### config.mk
export PLATFORM = sky130hd
export DESIGN_NAME = id_fwd_stage
export DESIGN_NICKNAME = d
export VERILOG_FILES = /design/src/rtl/id_fwd_stage.sv
export SDC_FILE = /design/constraint.sdc
export NUM_CORES = 1
export LEC_CHECK = 0
export BUFFER_PORTS_ARGS = -buffer_cell sky130_fd_sc_hd__buf_4
export CORE_MARGIN = 1.5
export CORE_UTILIZATION = 50
export DETAILED_ROUTE_END_ITERATION = 6
export HOLD_SLACK_MARGIN = 0.08
export PLACE_DENSITY_LB_ADDON = 0.15
export SLEW_MARGIN = 20
export SYNTH_ARGS = -nofsm -noshare
export SYNTH_HDL_FRONTEND = slang
export SYNTH_SLANG_ARGS = --single-unit
### constraint.sdc
create_clock -name clk -period 10.89 [get_ports clk]
set_input_delay 1.6335 -clock clk [delete_from_list [all_inputs] [get_ports clk]]
set_output_delay 1.6335 -clock clk [all_outputs]
set_load 0.01 [all_outputs]
### src/rtl/id_fwd_stage.sv
// id_fwd_stage: decode/issue stage with operand forwarding, load-use stall,
// branch resolution and optional delay-slot squash.
module id_fwd_stage #(
   parameter int DATA_W     = 16,
   parameter int RADDR_W    = 4,
   parameter int NSRC       = 2,
   parameter int NFWD       = 3,
   parameter int CTL_W      = 8,
   parameter int DELAY_SLOT = 1
) (
   input  logic                    clk,
   input  logic                    rst,
   input  logic                    in_valid,
   output logic                    in_ready,
   input  logic [DATA_W-1:0]       in_pc,
   input  logic [CTL_W-1:0]        in_ctl,
   input  logic                    in_we,
   input  logic [RADDR_W-1:0]      in_waddr,
   input  logic                    in_is_load,
   input  logic [NSRC-1:0]         src_re,
   input  logic [NSRC*RADDR_W-1:0] src_addr,
   input  logic [NSRC*DATA_W-1:0]  rf_data,
   input  logic [NSRC-1:0]         src_imm_sel,
   input  logic [DATA_W-1:0]       in_imm,
   input  logic [1:0]              br_type,
   input  logic [DATA_W-1:0]       br_off,
   input  logic [NFWD-1:0]         fwd_we,
   input  logic [NFWD*RADDR_W-1:0] fwd_addr,
   input  logic [NFWD*DATA_W-1:0]  fwd_data,
   input  logic [NFWD-1:0]         fwd_pending,
   output logic                    out_valid,
   input  logic                    out_ready,
   output logic [CTL_W-1:0]        out_ctl,
   output logic [NSRC*DATA_W-1:0]  out_data,
   output logic                    out_we,
   output logic [RADDR_W-1:0]      out_waddr,
   output logic                    out_is_load,
   output logic                    branch_flag_o,
   output logic [DATA_W-1:0]       branch_addr_o,
   output logic                    stall_req,
   output logic [15:0]             stall_cnt
);
   typedef enum logic {RUN, SQUASH} state_t;
   state_t                   r_state, w_state_nxt;
   logic                     r_valid, r_we, r_is_load;
   logic [CTL_W-1:0]         r_ctl;
   logic [NSRC*DATA_W-1:0]   r_data;
   logic [RADDR_W-1:0]       r_waddr;
   logic [15:0]              r_cnt;
   logic [NSRC*DATA_W-1:0]   w_opnd;
   logic [NSRC-1:0]          w_pend;
   logic [DATA_W-1:0]        w_op0;
   logic                     w_hazard, w_adv, w_accept, w_taken;
   // Scan oldest to youngest so the youngest match (and its pending bit) wins.
   always_comb begin
      w_opnd = rf_data;
      w_pend = '0;
      for (int k = 0; k < NSRC; k++) begin
         for (int j = NFWD - 1; j >= 0; j--)
            if (src_re[k] && fwd_we[j] && fwd_addr[j*RADDR_W +: RADDR_W] == src_addr[k*RADDR_W +: RADDR_W]) begin
               w_opnd[k*DATA_W +: DATA_W] = fwd_data[j*DATA_W +: DATA_W];
               w_pend[k] = fwd_pending[j];
            end
         if (src_imm_sel[k]) begin
            w_opnd[k*DATA_W +: DATA_W] = in_imm;
            w_pend[k] = 1'b0;
         end
      end
   end
   assign w_hazard      = |w_pend;
   assign w_adv         = !r_valid || out_ready;
   assign in_ready      = !rst && !w_hazard && w_adv;
   assign w_accept      = in_valid && in_ready;
   assign w_op0         = w_opnd[DATA_W-1:0];
   assign w_taken       = w_accept && r_state == RUN &&
                          (br_type == 2'd1 || (br_type == 2'd2 && w_op0 == '0) || (br_type == 2'd3 && w_op0 != '0));
   assign branch_flag_o = w_taken;
   assign branch_addr_o = w_taken ? in_pc + br_off : '0;
   assign stall_req     = !rst && in_valid && (w_hazard || (r_valid && !out_ready));
   always_comb begin
      w_state_nxt = (r_state == RUN && w_taken && DELAY_SLOT == 0) ? SQUASH :
                    (r_state == SQUASH && w_accept) ? RUN : r_state;
   end
   always_ff @(posedge clk) begin
      r_state <= rst ? RUN : w_state_nxt;
   end
   always_ff @(posedge clk) begin
      if (rst) begin
         r_valid   <= 1'b0;
         r_we      <= 1'b0;
         r_is_load <= 1'b0;
         r_ctl     <= '0;
         r_data    <= '0;
         r_waddr   <= '0;
         r_cnt     <= '0;
      end else begin
         if (w_accept) begin
            r_valid   <= r_state == RUN;
            r_we      <= in_we && r_state == RUN;
            r_is_load <= in_is_load;
            r_ctl     <= in_ctl;
            r_data    <= w_opnd;
            r_waddr   <= in_waddr;
         end else if (w_adv) begin
            r_valid   <= 1'b0;
            r_we      <= 1'b0;
            r_is_load <= 1'b0;
         end
         if (stall_req && r_cnt != 16'hFFFF)
            r_cnt <= r_cnt + 16'd1;
      end
   end
   assign out_valid   = r_valid;
   assign out_we      = r_we;
   assign out_is_load = r_is_load;
   assign out_ctl     = r_ctl;
   assign out_data    = r_data;
   assign out_waddr   = r_waddr;
   assign stall_cnt   = r_cnt;
endmodule
==> summary.md <==
| Metric | Value |
|---|---|
| Result of the run | finished clean |
| Residual DRC | 0 |
| Number of failing hold endpoints at the final stage | 0 |
| Area of the core | 9680 um2 |
| Maximum fanout along the worst path | 19 |
| Number of distinct library cell variants in the gate-level netlist after synthesis | 56 |
| Final max-slew violation count | 0 |
| Kind of start point of the critical path | primary input |
| Unrepaired setup endpoints after global routing | no |
| TritonCTS Buffers | 9 |
| Per-cell routed wire length | between 15 and 20 um |
| Antenna violations before repair | 0 |
| Final nets | 1081 |
| Hold_sp | out_data[12] |
| Cell area after layout | 7150 um2 |
| Quantity of hold-fixing buffers added after cts | 0 |
| Drt first pass iters | 5 |
| Slowest library cell on the worst path | sky130_fd_sc_hd__or4_1 |
| Worst EP arrival | 5.28 ns |
| Sequential share of the synthesized area | 25.6% |
| Final worst-path cycle share | 63.5% |
| First DRT Iteration DRCs | 252 |
| Final global-route overflow total | 0 |
| Width of the die | 102 um |
| DPL Wire Length | 14300 um |
| Setup violators final | 0 |
| Largest vdd supply drop | 0.0871 mV |
| Min cycle time layout | 6.91 ns |
| Total standard cell area after synthesis | between 4000 and 5000 um2 |
| Area grow syn2layout | 45.2% |
| Die Ht | 102 um |
| Critical path data required time | 9.26 ns |
| Cell Rows | 36 |
| Critical path's top delay family | simple AND/OR/NAND/NOR gates |
| Clock sink count | 63 |
| Gp weighted congestion | slightly above 0.9 |
| Maximum single-stage delay on the critical path | 0.90 ns |
| Sequential group share of total power | around a third |
| Total Die Area | 10500 um2 |
| Insertion delay of the later-clocked pin in the worst-skew pair | about 0.34 ns |
| Gates resized, CTS repair | 0 |
| Total power consumption of the routed design | 0.721 mW |
| Number of input and output port buffers inserted | 259 |
| Beginning of the critical path | src_addr[3] |
| Global routing usage summed across all routing layers | 33.4% |
| Worst setup slack before clock tree synthesis | 4.05 ns |
| Share of final-layout standard cells stronger than drive strength 1 | between 30% and 40% |
| Remaining antenna violation count | 0 |
| Clk pin slew, worst setup/hold paths | 0.08 ns |
| Kind of path behind the tightest hold check | flip-flop to flip-flop |
| Fraction of power consumed by combinational cells | roughly 31% |
| Top achievable clock speed | approximately 140 MHz |
| Synthesis-stage register bit count | 63 |
| Worst path cell trace | buf_4 > xnor2_1 > nand3_1 > or2_1 > a311oi_1 > a2bb2oi_2 > nand2_1 > or2_1 > or4_1 > a21boi_0 > buf_4 |
| Type of destination of the critical path | primary output |
| Detailed-route via count | 5860 |
| Effective utilization at floorplan | around 50% |
| Number of enable-type register cells in the synthesized netlist | 0 |
| Mean instance size in the synthesized netlist | 7.51 um2 |
| Depth of the CTS H-tree | 3 |
| Total of warnings raised by yosys | 0 |
| CTS tree | built |
| Worst rel slew slack | 31.6% |
| Cell internal power dissipation | 0.507 mW |
| Startpoint of the lowest-slack register-to-register path | stall_cnt[8] |
| Maximum buffer depth of the clock tree | 2 |
| Pin count of the biggest net entering global routing | 65 |
| Kind of critical path | primary input to primary output |
| Leakage power total | 3.29 nW |
| Total nets after synthesis | 851 |
| Total negative slack | 0 ns |
| Cell Area, Placed | 6890 um2 |
| Sw frac | between 20% and 30% |
| Synth async-reset ratio | 0% |
| Post-CTS repair timing setup buffer count | 0 |
| Setup clock skew after layout | 0.0134 ns |
| Clock root buffer | sky130_fd_sc_hd__clkbuf_8 |
| Cell Pwr Density | 101 nW/um2 |
| Number of cells produced by synthesis | 656 |
| Most used DFF post-synth | sky130_fd_sc_hd__dfxtp_1 |
| Wire length of the first global-routing pass | 27300 um |
| PnR worst setup slack | 3.98 ns |
| Worst slew pin tran | 1.02 ns |
| Number of maximum-capacitance constraint violations | 0 |
| Clock group share of total power | roughly a third |
| ANT cells | 0 |
| Total detailed-routing wirelength | 18100 um |
| Number of buffer and inverter instances along the worst setup path | 2 |
| Switch Pwr | 0.213 mW |
| Avg Vias per Cell | between 5 and 6 |
| Via count of the first global-routing pass | 5612 |
| Top Ports | 260 |
-- final cells by class --
type | instances | area, um2
multi-input cells | 537 | 3460
fillers | 779 | 2530
repair buffers | 263 | 1970
flip-flops and latches | 63 | 1260
well taps | 133 | 166
clock buffers | 9 | 124
clock inverters | 7 | 121
inverters | 12 | 45.0
-- cells by family (layout without fill, tap and decap cells) --
logic type                 after synthesis  count (layout)  synth area share (%)
AOI/OAI and AO/OA                      225             225                  30.2
and+or+nand+nor                        229             229                  22.7
buffers and inverters                   56             291                  4.83
muxes                                   18              18                  3.66
adders and majority gates               17              17                  4.47
xor gates and xnor gates                48              48                  8.53
DFF                                     63              63                  25.6
-- flip-flops by register name (all words and copies together) (netlist names) --
name	flops
out_data	32
stall_cnt	16
out_ctl	8
out_waddr	4
out_is_load	1
out_valid	1
out_we	1
-- cells in the mapped netlist, types with 4 or more instances --
cell	n	share of area, %
sky130_fd_sc_hd__a211o_1	6	1.1
sky130_fd_sc_hd__a211oi_1	32	4.9
sky130_fd_sc_hd__a21boi_0	15	2.3
sky130_fd_sc_hd__a21o_1	4	0.61
sky130_fd_sc_hd__a21oi_1	62	6.3
sky130_fd_sc_hd__a21oi_2	9	1.6
sky130_fd_sc_hd__a22o_1	8	1.4
sky130_fd_sc_hd__a31oi_1	5	0.64
sky130_fd_sc_hd__and2_1	5	0.64
sky130_fd_sc_hd__and3_1	12	1.5
sky130_fd_sc_hd__buf_2	7	0.71
sky130_fd_sc_hd__clkbuf_1	34	2.6
sky130_fd_sc_hd__dfxtp_1	63	26
sky130_fd_sc_hd__ha_1	16	4.1
sky130_fd_sc_hd__inv_1	11	0.84
sky130_fd_sc_hd__mux2i_1	18	3.7
sky130_fd_sc_hd__nand2_1	52	4.0
sky130_fd_sc_hd__nand2b_1	23	2.9
sky130_fd_sc_hd__nand3_1	15	1.5
sky130_fd_sc_hd__nand3b_1	11	1.7
sky130_fd_sc_hd__nand4_1	11	1.4
sky130_fd_sc_hd__nor2_1	72	5.5
sky130_fd_sc_hd__nor3_1	11	1.1
sky130_fd_sc_hd__o211ai_1	7	1.1
sky130_fd_sc_hd__o21a_1	9	1.4
sky130_fd_sc_hd__o21ai_0	44	4.5
sky130_fd_sc_hd__o21bai_1	4	0.61
sky130_fd_sc_hd__o22a_1	5	0.89
sky130_fd_sc_hd__xnor2_1	20	3.6
sky130_fd_sc_hd__xor2_1	28	5.0
-- power by group through the flow --
stage | combinational [mW] | sequential [mW] | clock [mW]
6_report | 0.220 | 0.251 | 0.250
5_1_grt | 0.240 | 0.252 | 0.263
4_1_cts | 0.218 | 0.250 | 0.252
3_5_place_dp | 0.216 | 0.256 | 0
3_3_place_gp | 0.212 | 0.255 | 0
2_1_floorplan | 0.104 | 0.261 | 0
-- path summary, 6_finish.rpt --
check                      to  slack (ns)  depth (start not counted)
max          branch_addr_o[1]        3.98                         11
min reg2reg      out_data[12]        0.46                          2
max reg2reg      stall_cnt[9]        8.51                          9
min              out_data[12]        0.46                          2
-- placed cells by master (no fill, tap or decap), drive strengths merged, types with 20 or more instances in the layout --
cell type  count
dfxtp         63
o21ai         44
a21oi         71
a211oi        33
xor2          28
buf          263
nand2         52
nor2          72
nand2b        23
xnor2         20
-- routing by layer --
| layer | share of wire [%] | track usage, % |
|---|---|---|
| met1 | 39 | 38.8 |
| met2 | 50 | 58.7 |
| met3 | 8.2 | 8.62 |
| met4 | 2.8 | 13.1 |
| met5 | 0 | 0 |
-- worst register-to-register path: stages (launching register included) --
cell,delay (ns)
sky130_fd_sc_hd__dfxtp_1,0.34
sky130_fd_sc_hd__and3_1,0.22
sky130_fd_sc_hd__and3_1,0.21
sky130_fd_sc_hd__and3_1,0.21
sky130_fd_sc_hd__nand3_1,0.10
sky130_fd_sc_hd__nor2_1,0.08
sky130_fd_sc_hd__a211oi_4,0.63
sky130_fd_sc_hd__nand4_1,0.22
sky130_fd_sc_hd__xor2_1,0.19
sky130_fd_sc_hd__nor2_1,0.05
-- through the flow --
step           util (%)  hold WS [ns]  std cells
2_1_floorplan         -         0.476        656
3_3_place_gp       71.1         0.444       1008
3_5_place_dp       71.1         0.452       1008
4_1_cts            73.7         0.463       1024
5_1_grt            73.8         0.481       1024
6_report           73.8         0.460       1024
Power figures use the tool's default switching activity.
